$ cat src/rtl/svc_axi_sram_if_rd_q.sv
// AXI read front end: queued AR requests expanded into single-word SRAM read commands.
// Optional WRAP addressing is enabled by defining SVC_AXI_SRAM_IF_RD_Q_WRAP_EN.
module svc_axi_sram_if_rd_q #(
  parameter int AXI_ADDR_WIDTH  = 20,
  parameter int AXI_DATA_WIDTH  = 16,
  parameter int AXI_ID_WIDTH    = 4,
  parameter int AR_DEPTH        = 4,
  parameter int LSB             = $clog2(AXI_DATA_WIDTH) - 3,
  parameter int SRAM_ADDR_WIDTH = AXI_ADDR_WIDTH - LSB,
  parameter int SRAM_DATA_WIDTH = AXI_DATA_WIDTH,
  parameter int SRAM_META_WIDTH = AXI_ID_WIDTH
) (
  input  logic                       clk,
  input  logic                       rst,
  input  logic                       s_axi_arvalid,
  output logic                       s_axi_arready,
  input  logic [AXI_ID_WIDTH-1:0]    s_axi_arid,
  input  logic [AXI_ADDR_WIDTH-1:0]  s_axi_araddr,
  input  logic [7:0]                 s_axi_arlen,
  input  logic [2:0]                 s_axi_arsize,
  input  logic [1:0]                 s_axi_arburst,
  output logic                       s_axi_rvalid,
  input  logic                       s_axi_rready,
  output logic [AXI_ID_WIDTH-1:0]    s_axi_rid,
  output logic [AXI_DATA_WIDTH-1:0]  s_axi_rdata,
  output logic [1:0]                 s_axi_rresp,
  output logic                       s_axi_rlast,
  output logic                       sram_rd_cmd_valid,
  input  logic                       sram_rd_cmd_ready,
  output logic [SRAM_ADDR_WIDTH-1:0] sram_rd_cmd_addr,
  output logic [SRAM_META_WIDTH-1:0] sram_rd_cmd_meta,
  output logic                       sram_rd_cmd_last,
  input  logic                       sram_rd_resp_valid,
  output logic                       sram_rd_resp_ready,
  input  logic [SRAM_DATA_WIDTH-1:0] sram_rd_resp_data,
  input  logic [SRAM_META_WIDTH-1:0] sram_rd_resp_meta,
  input  logic                       sram_rd_resp_last,
  output logic                       busy,
  output logic                       o_dbg_state
);

  // Handshakes: a transfer happens on a clock edge where valid && ready; a
  // producer holds valid and payload stable until the transfer completes.

  localparam int          MAX_SIZE = $clog2(AXI_DATA_WIDTH / 8);
  localparam int          PW       = $clog2(AR_DEPTH);
  localparam int          EW       = AXI_ID_WIDTH + AXI_ADDR_WIDTH + 8 + 3 + 2;
  localparam logic [2:0]  MAX_SZ   = 3'(MAX_SIZE);
  localparam logic [PW:0] DEPTH_C  = (PW + 1)'(AR_DEPTH);

  typedef enum logic {S_IDLE, S_BURST} state_t;

  state_t r_state, w_state_next;

  logic [EW-1:0]             r_mem [AR_DEPTH];
  logic [PW-1:0]             r_wr_ptr, r_rd_ptr;
  logic [PW:0]               r_count, w_count_next;
  logic                      r_arready;
  logic                      w_push, w_pop, w_empty, w_fire;
  logic [2:0]                w_ar_size;

  logic [AXI_ID_WIDTH-1:0]   w_h_id;
  logic [AXI_ADDR_WIDTH-1:0] w_h_addr;
  logic [7:0]                w_h_len;
  logic [2:0]                w_h_size;
  logic [1:0]                w_h_burst;

  logic [AXI_ID_WIDTH-1:0]   r_id;
  logic [AXI_ADDR_WIDTH-1:0] r_addr, w_next_addr, w_step, w_incr;
  logic [7:0]                r_rem;
  logic [2:0]                r_size;
  logic [1:0]                r_burst;

  assign w_push       = s_axi_arvalid && r_arready;
  assign w_empty      = (r_count == '0);
  assign w_fire       = sram_rd_cmd_valid && sram_rd_cmd_ready;
  assign w_ar_size    = (s_axi_arsize > MAX_SZ) ? MAX_SZ : s_axi_arsize;
  assign w_count_next = r_count + (PW + 1)'(w_push) - (PW + 1)'(w_pop);
  assign {w_h_id, w_h_addr, w_h_len, w_h_size, w_h_burst} = r_mem[r_rd_ptr];

  always_ff @(posedge clk) begin
    if (w_push) begin
      r_mem[r_wr_ptr] <= {s_axi_arid, s_axi_araddr, s_axi_arlen, w_ar_size, s_axi_arburst};
    end
  end

  // arready looks at the post-edge count so a same-cycle pop frees the slot.
  always_ff @(posedge clk or posedge rst) begin
    if (rst) begin
      r_wr_ptr  <= '0;
      r_rd_ptr  <= '0;
      r_count   <= '0;
      r_arready <= 1'b0;
    end else begin
      if (w_push) r_wr_ptr <= r_wr_ptr + 1'b1;
      if (w_pop)  r_rd_ptr <= r_rd_ptr + 1'b1;
      r_count   <= w_count_next;
      r_arready <= (w_count_next != DEPTH_C);
    end
  end

  always_comb begin
    w_state_next = r_state;
    w_pop        = 1'b0;
    case (r_state)
      S_IDLE: begin
        if (!w_empty) begin
          w_pop        = 1'b1;
          w_state_next = S_BURST;
        end
      end
      S_BURST: begin
        if (w_fire && (r_rem == 8'd0)) begin
          if (!w_empty) w_pop = 1'b1;
          else          w_state_next = S_IDLE;
        end
      end
      default: w_state_next = S_IDLE;
    endcase
  end

  assign w_step = AXI_ADDR_WIDTH'(1) << r_size;
  assign w_incr = (r_addr & ~(w_step - AXI_ADDR_WIDTH'(1))) + w_step;

`ifdef SVC_AXI_SRAM_IF_RD_Q_WRAP_EN
  logic [7:0]                r_len;
  logic [AXI_ADDR_WIDTH-1:0] w_mask, w_wrap;
  logic                      w_wrap_ok;

  assign w_wrap_ok = (r_burst == 2'b10) &&
                     ((r_len == 8'd1) || (r_len == 8'd3) || (r_len == 8'd7) || (r_len == 8'd15));
  assign w_mask    = ((AXI_ADDR_WIDTH'(r_len) + AXI_ADDR_WIDTH'(1)) << r_size) - AXI_ADDR_WIDTH'(1);
  assign w_wrap    = (r_addr & ~w_mask) | ((r_addr + w_step) & w_mask);

  always_comb begin
    w_next_addr = w_incr;
    if (r_burst == 2'b00) w_next_addr = r_addr;
    else if (w_wrap_ok)   w_next_addr = w_wrap;
  end

  always_ff @(posedge clk or posedge rst) begin
    if (rst)        r_len <= '0;
    else if (w_pop) r_len <= w_h_len;
  end
`else
  assign w_next_addr = (r_burst == 2'b00) ? r_addr : w_incr;
`endif

  // A pop on the last beat reloads the engine, giving bubble-free bursts.
  always_ff @(posedge clk or posedge rst) begin
    if (rst) begin
      r_state <= S_IDLE;
      r_id    <= '0;
      r_addr  <= '0;
      r_rem   <= '0;
      r_size  <= '0;
      r_burst <= '0;
    end else begin
      r_state <= w_state_next;
      if (w_pop) begin
        r_id    <= w_h_id;
        r_addr  <= w_h_addr;
        r_rem   <= w_h_len;
        r_size  <= w_h_size;
        r_burst <= w_h_burst;
      end else if (w_fire) begin
        r_addr  <= w_next_addr;
        r_rem   <= r_rem - 8'd1;
      end
    end
  end

  assign s_axi_arready      = r_arready;
  assign sram_rd_cmd_valid  = (r_state == S_BURST);
  assign sram_rd_cmd_addr   = r_addr[AXI_ADDR_WIDTH-1:LSB];
  assign sram_rd_cmd_meta   = r_id;
  assign sram_rd_cmd_last   = (r_rem == 8'd0);
  assign busy               = (r_state != S_IDLE) || !w_empty;
  assign o_dbg_state        = r_state;

  assign s_axi_rvalid       = sram_rd_resp_valid;
  assign s_axi_rdata        = sram_rd_resp_data;
  assign s_axi_rid          = sram_rd_resp_meta;
  assign s_axi_rlast        = sram_rd_resp_last;
  assign s_axi_rresp        = 2'b00;
  assign sram_rd_resp_ready = s_axi_rready;

endmodule

$ cat config.mk
export PLATFORM = sky130hd
export DESIGN_NAME = svc_axi_sram_if_rd_q
export DESIGN_NICKNAME = d
export VERILOG_FILES = /design/src/rtl/svc_axi_sram_if_rd_q.sv
export SDC_FILE = /design/constraint.sdc
export NUM_CORES = 1
export LEC_CHECK = 0
export ABC_CLOCK_PERIOD_IN_PS = 4100
export BUFFER_PORTS_ARGS = -buffer_cell sky130_fd_sc_hd__buf_2
export CAP_MARGIN = 20
export CORE_MARGIN = 5
export CORE_UTILIZATION = 49
export DETAILED_ROUTE_END_ITERATION = 7
export GPL_ROUTABILITY_DRIVEN = 0
export HOLD_SLACK_MARGIN = 0.15
export PLACE_DENSITY = 0.67
export SETUP_SLACK_MARGIN = 0.5
export SLEW_MARGIN = 20
export SYNTH_ARGS = -nofsm -noshare
export SYNTH_HDL_FRONTEND = slang
export SYNTH_SLANG_ARGS = --single-unit
$ cat constraint.sdc
create_clock -name clk -period 4.1 [get_ports clk]
set_input_delay 0.205 -clock clk [delete_from_list [all_inputs] [get_ports clk]]
set_output_delay 0.205 -clock clk [all_outputs]
set_load 0.005 [all_outputs]
== Word level (Yosys, flattened, before mapping) ==
Memory sizes are Yosys's and may differ from the RTL's.
Cells that the tools add are included.

* Add/sub/neg operators: 7
* Multiply operators: 0
* Divide/modulo/power cells: 0
* $lt $le $gt $ge: 1
* Equality and inequality tests: 2
* Shifts and indexed selects: 1
* Muxes and demuxes: 13
* Bitwise operators: 3
* Reduce and logical (&&, ||, !) cells: 10

{| class="wikitable"
|+ Operators by type and width
! cell !! number
|-
| 2-to-1 mux 20 bit || 3
|-
| adder 20 bit || 1
|-
| bitwise AND 20 bit || 1
|-
| inverter 20 bit || 1
|-
| left shift 1 x 3 -> 20 bit (first input constant) || 1
|-
| subtractor 20 x 1 -> 20 bit (second input constant) || 1
|-
| 2-to-1 mux 8 bit || 2
|-
| logical NOT 8 bit || 1
|-
| subtractor 8 x 1 -> 8 bit (second input constant) || 1
|-
| 2-to-1 mux 1 bit || 5
|-
| adder 2 x 1 -> 2 bit (second input constant) || 2
|-
| case mux 1 bit (2 select lines) || 2
|-
| adder 3 x 1 -> 3 bit || 1
|-
| greater-than comparator 3 x 1 -> 1 bit (second input constant) || 1
|-
| logical AND 1 bit || 3
|-
| logical NOT 3 bit || 1
|-
| 2-to-1 mux 3 bit || 1
|-
| != test 3 bit (second input constant) || 1
|-
| subtractor 3 x 1 -> 3 bit || 1
|-
| logical NOT 2 bit || 1
|-
| != test 2 bit (second input constant) || 1
|-
| AND reduction 2 bit || 1
|-
| nonzero test 2 bit || 1
|-
| logical NOT 1 bit || 1
|-
| other kinds (2) || 2
|}

* Register bits after elaboration: 46
* Latch bits: 0
* Memory bits (writable): 148
* ROM bits: 0
* Input port bits: 64
* Output and inout port bits: 53
* Logic and storage cells: 48
* Memories: 1

{| class="wikitable"
|+ Memories
! name !! words !! width !! read ports !! clocked after memory_dff !! wr ports !! line !! text
|-
| r_mem || 4 || 37 || 1 || 0 || 1 || 55 || <nowiki>logic [EW-1:0] r_mem [AR_DEPTH];</nowiki>
|}

== Logic depth before layout (Yosys ltp) ==
* Word-level depth: 8
* Depth in mapped cells: 16
* Gate-level depth less buffers: 14

== Least setup slack after synthesis ==
Ideal clock, no wire load.

* Kind: reg2reg
* Start point: register r_rem[0]
* End point: register r_arready, in the netlist s_axi_arready
* Library setup time: 129 ps
* Data arrival time: 3063 ps
* Data required time: 3971 ps
* Path slack: 908 ps
* Stages on the path, launching flop included: 17
* Path buffers: 2
* Clock period less this slack: 3192 ps
* Cells stage by stage: dfrtp_1 -> inv_1 -> ha_1 -> or4b_4 -> o31ai_1 -> nand2_1 -> inv_1 -> buf_2 -> buf_2 -> ha_1 -> inv_1 -> ha_1 -> inv_1 -> fa_1 -> xnor2_1 -> xnor2_1 -> nand3b_1

* Longest elaborated chain between the ends: 6

{| class="wikitable"
|+ RTL lines
! what !! line !! text
|-
| start: declaration || 70 || <nowiki>logic [7:0] r_rem;</nowiki>
|-
| start signal: assignment || 163 || <nowiki>r_rem <= w_h_len;</nowiki>
|-
| start signal: assignment || 168 || <nowiki>r_rem <= r_rem - 8'd1;</nowiki>
|-
| logical NOT 8 bit || 113 || <nowiki>if (w_fire && (r_rem == 8'd0)) begin</nowiki>
|-
| logical AND 1 bit || 113 ||
|-
| 2-to-1 mux 1 bit || 113 ||
|-
| case mux 1 bit (2 select lines) || 105 || <nowiki>case (r_state)</nowiki>
|-
| net w_pop || 59 || <nowiki>logic w_push, w_pop, w_empty, w_fire;</nowiki>
|-
| subtractor 3 x 1 -> 3 bit || 78 || <nowiki>assign w_count_next = r_count + (PW + 1)'(w_push) - (PW + 1)'(w_pop);</nowiki>
|-
| net w_count_next[2] || 57 || <nowiki>logic [PW:0] r_count, w_count_next;</nowiki>
|-
| != test 3 bit || 98 || <nowiki>r_arready <= (w_count_next != DEPTH_C);</nowiki>
|-
| end signal: assignment || 98 ||
|-
| end: declaration || 58 || <nowiki>logic r_arready;</nowiki>
|}

The timed path passes the listed nets, and every way through them passes these cells.
A chain may end at the register's enable or synchronous reset.

== Final worst setup path ==
* Start point: register r_size[2]
* End point: register r_addr[16]

* Longest elaborated chain between the ends: 8

{| class="wikitable"
|+ RTL lines
! what !! line !! text
|-
| start: declaration || 71 || <nowiki>logic [2:0] r_size;</nowiki>
|-
| start signal: assignment || 164 || <nowiki>r_size <= w_h_size;</nowiki>
|-
| left shift 1 x 3 -> 20 bit (*) || 122 || <nowiki>assign w_step = AXI_ADDR_WIDTH'(1) << r_size;</nowiki>
|-
| subtractor 20 x 1 -> 20 bit || 123 || <nowiki>assign w_incr = (r_addr & ~(w_step - AXI_ADDR_WIDTH'(1))) + w_step;</nowiki>
|-
| inverter 20 bit || 123 ||
|-
| bitwise AND 20 bit || 123 ||
|-
| adder 20 bit (*) || 123 ||
|-
| 2-to-1 mux 20 bit (*) || 146 || <nowiki>assign w_next_addr = (r_burst == 2'b00) ? r_addr : w_incr;</nowiki>
|-
| 2-to-1 mux 20 bit (*) || 166 || <nowiki>end else if (w_fire) begin</nowiki>
|-
| 2-to-1 mux 20 bit (*) || 160 || <nowiki>if (w_pop) begin</nowiki>
|-
| end signal: assignment || 162 || <nowiki>r_addr <= w_h_addr;</nowiki>
|-
| end signal: assignment || 167 || <nowiki>r_addr <= w_next_addr;</nowiki>
|-
| end: declaration || 69 || <nowiki>logic [AXI_ADDR_WIDTH-1:0] r_addr, w_next_addr, w_step, w_incr;</nowiki>
|}

Every way passes the cells marked *; elsewhere a longest branch is shown, timed or not. The select of a mux whose other input is x is not followed.

==> flow_summary.yaml <==
outcome:
  status: "complete, no violations"
timing:
  worst_pin_slew_ps: 1050
  setup_ws_ps: 718
  final-max-slew-violation-count: 0
  fin_crit_ps: 3380
  period_share_pct: 82.5
  fin_tns_setup_ps: 0
  setup_viol: 0
  hold_viol: 0
  fin_skew_ps: 8.06
  slew_headroom_pct: 30.0
  max_freq_ghz: 0.296
  rsz0062_at_grt: "false"
cts:
  clock_latency_ps: 430
  clk_pin_slew_ps: 70
  cts_tree: "built"
  clkSinkCount: 194
  numCtsBuffers: 17
  htreeDepth: 4
  cts_root_buf: "clkbuf_16"
  cts_buffer_depth: 2
worst_setup_path:
  cpPeakStageDelay_ps: 570
  cp.arrival_ps: 3740
  cp_top_family: "simple AND/OR/NAND/NOR gates"
  critPathBufInv: 1
  crit_required_ps: 4460
  slowest_stage: "dfrtp_1"
  cp_max_fo: 19
  cp-end-kind: "register"
  worstSetupPathType: "register to register"
  worstPathCellList: "or3_1 -> ha_1 -> nand2b_1 -> o31ai_2 -> o221ai_1 -> a211oi_2 -> buf_4 -> o2111ai_4 -> or4_1 -> nand3_1"
  critPathLaunchType: "register"
logic_synthesis:
  synthArstFlopShare_pct: 23.7
  synth_seq_cells: 194
  synth_ff_type: "edfxtp_1"
  synth_cell_type_count: 66
  syn_inst: 622
  yosysWarnings: 0
  synth-seq-area-share_pct: 63.5
  synth-edff-count: 148
  syn_avg_cell_area_sq_um: 14.2
  syn-cell-area_sq_mm: 0.00881
detailed_routing:
  ant_nets: 0
  routed_wl_um: 17500
  drtIter0Drc: 377
  post_drt_wl_per_cell_um: 18.8
  drc_errors: 0
  vias: 5243
  dr.pass1.iters: 5
  viasPerCell: 5.65
power_and_ir_drop:
  ir_drop_mv: 0.378
  leakagePower_nw: 3.66
  power_density_mw_per_mm2: 664
  power_mw: 6.65
global_routing:
  antenna_found_initial: 0
  gr-total-overflow: 0
  grt_pass1_wl_um: 28000
  top_usage_layer: "met2"
  grtUsageTotal_pct: 17.7
  grt_max_degree: 56
  grt_use_met1_pct: 24.7
  met3_usage_pct: 3.11
  met2_usage_pct: 28.3
  grt_pass1_vias: 5180
finish:
  antenna-diode-count: 0
  seq_area_sq_mm: 0.00560
  syn2layout_area_growth_pct: 13.7
  layout_common_cells: "148 x edfxtp_1, 68 x buf_2, 60 x nand2_1"
  layout_commonest_cell: "edfxtp_1"
  drive_above_1_share_pct: 24.2
  multi_input_area_sq_mm: 0.00270
  fillers: 1384
  nets: 762
die:
  dieWidth_um: 144
  chipHeight_um: 144
  start_util_pct: 49.4
  pin_count: 117
  rows: 49
  die_area_sq_mm: 0.0208
  core-area_sq_mm: 0.0178
place:
  portBuffers: 68
  dp_hpwl_um: 11000
  pre_cts_ws_ps: 646
hold_path:
  min_path_type: "input pin to register"
run:
  cap_violations: 0
## through the flow
| step | hold slack (ps) | cell area (sq um) | utilization (%) | std cells |
|---|---|---|---|---|
| 6_report | 158 | 10000 | 56.2 | 928 |
| 5_1_grt | 177 | 10000 | 56.2 | 928 |
| 4_1_cts | 156 | 10000 | 56.1 | 927 |
| 3_5_place_dp | 410 | 9050 | 50.7 | 858 |
| 3_3_place_gp | 410 | 9050 | 50.7 | 858 |
| 2_1_floorplan | 304 | 8850 | - | 631 |
## kinds of logic after synthesis
logic type	Yosys count	synth area share, %
DFF	194	63.5
and+or+nand+nor	154	8.65
AOI/OAI and AO/OA	114	8.69
buffers and inverters	95	6.32
muxes	40	9.83
adders and majority gates	12	1.79
xor gates and xnor gates	12	1.19
other	1	0.0426
## area by class of cell
cell class	count	area share, %
clock inverter	15	1.64
sequential	194	55.9
inverter	17	0.649
clock buffer	17	4.25
multi-input combinational	342	27.0
timing repair buffer	114	7.77
tap	229	2.86
## per-layer routing
layer  up-vias  wire [um]
li1       2438          -
met1      2630       7810
met2       144       8460
met3        31        852
met4         0        339
met5         -          0
## state kept, by name, indices dropped and copies added (netlist names)
signal	count
r_mem	148
r_addr	20
r_rem	8
sram_rd_cmd_meta	4
r_count	3
r_size	3
r_burst	2
r_rd_ptr	2
r_wr_ptr	2
o_dbg_state	1
s_axi_arready	1
## report_power, final
group | switching (mW) | leakage, nW | internal [mW]
Clock | 0.783 | 0.289 | 0.871
Combinational | 1.06 | 1.47 | 0.929
Sequential | 0.392 | 1.90 | 2.61
## repair_timing
| item | 4_1_cts | 5_1_grt |
|---|---|---|
| endpoints found under the setup margin | 0 | 3 |
| endpoints found under the hold margin | 184 | 0 |
| hold buffers | 37 | 0 |
| buffers inserted | 0 | 1 |
| resized for setup | 0 | 1 |
## final timing paths
path	slack (ps)	from	cells after the start	to
worst min-delay path	160	s_axi_arsize[0]	2	r_mem[1][2]$_DFFE_PP_
max in group asynchronous	3040	rst	3	r_size[1]$_DFFE_PP0P_
worst min register to register	480	sram_rd_cmd_meta[1]$_DFFE_PP0P_	2	sram_rd_cmd_meta[1]$_DFFE_PP0P_
worst max register to register	720	r_size[2]$_DFFE_PP0P_	10	r_addr[16]$_DFFE_PP0P_
worst max-delay path	720	r_size[2]$_DFFE_PP0P_	10	r_addr[16]$_DFFE_PP0P_
min in group asynchronous	440	rst	3	r_count[0]$_DFF_PP0_
## cells in the mapped netlist, types with 4 or more instances
master	number	area (sq um)
mux4_2	37	833
edfxtp_1	148	4440
or3_1	5	31.3
a22oi_1	4	30.0
o21ai_1	6	30.0
xnor2_1	10	87.6
ha_1	11	138
o21ai_0	27	135
nor2_1	28	105
buf_2	16	80.1
clkbuf_1	13	48.8
buf_4	46	345
o31ai_1	4	30.0
nand2b_1	8	50.1
nand3_1	13	65.1
dfrtp_1	46	1150
a31oi_1	6	37.5
and3_1	9	56.3
a21oi_1	29	145
inv_1	16	60.1
nand2_1	60	225
o211ai_1	5	37.5
nor3_1	7	35.0
nand3b_1	4	30.0
No activity file was read; power rests on OpenSTA's default activity.
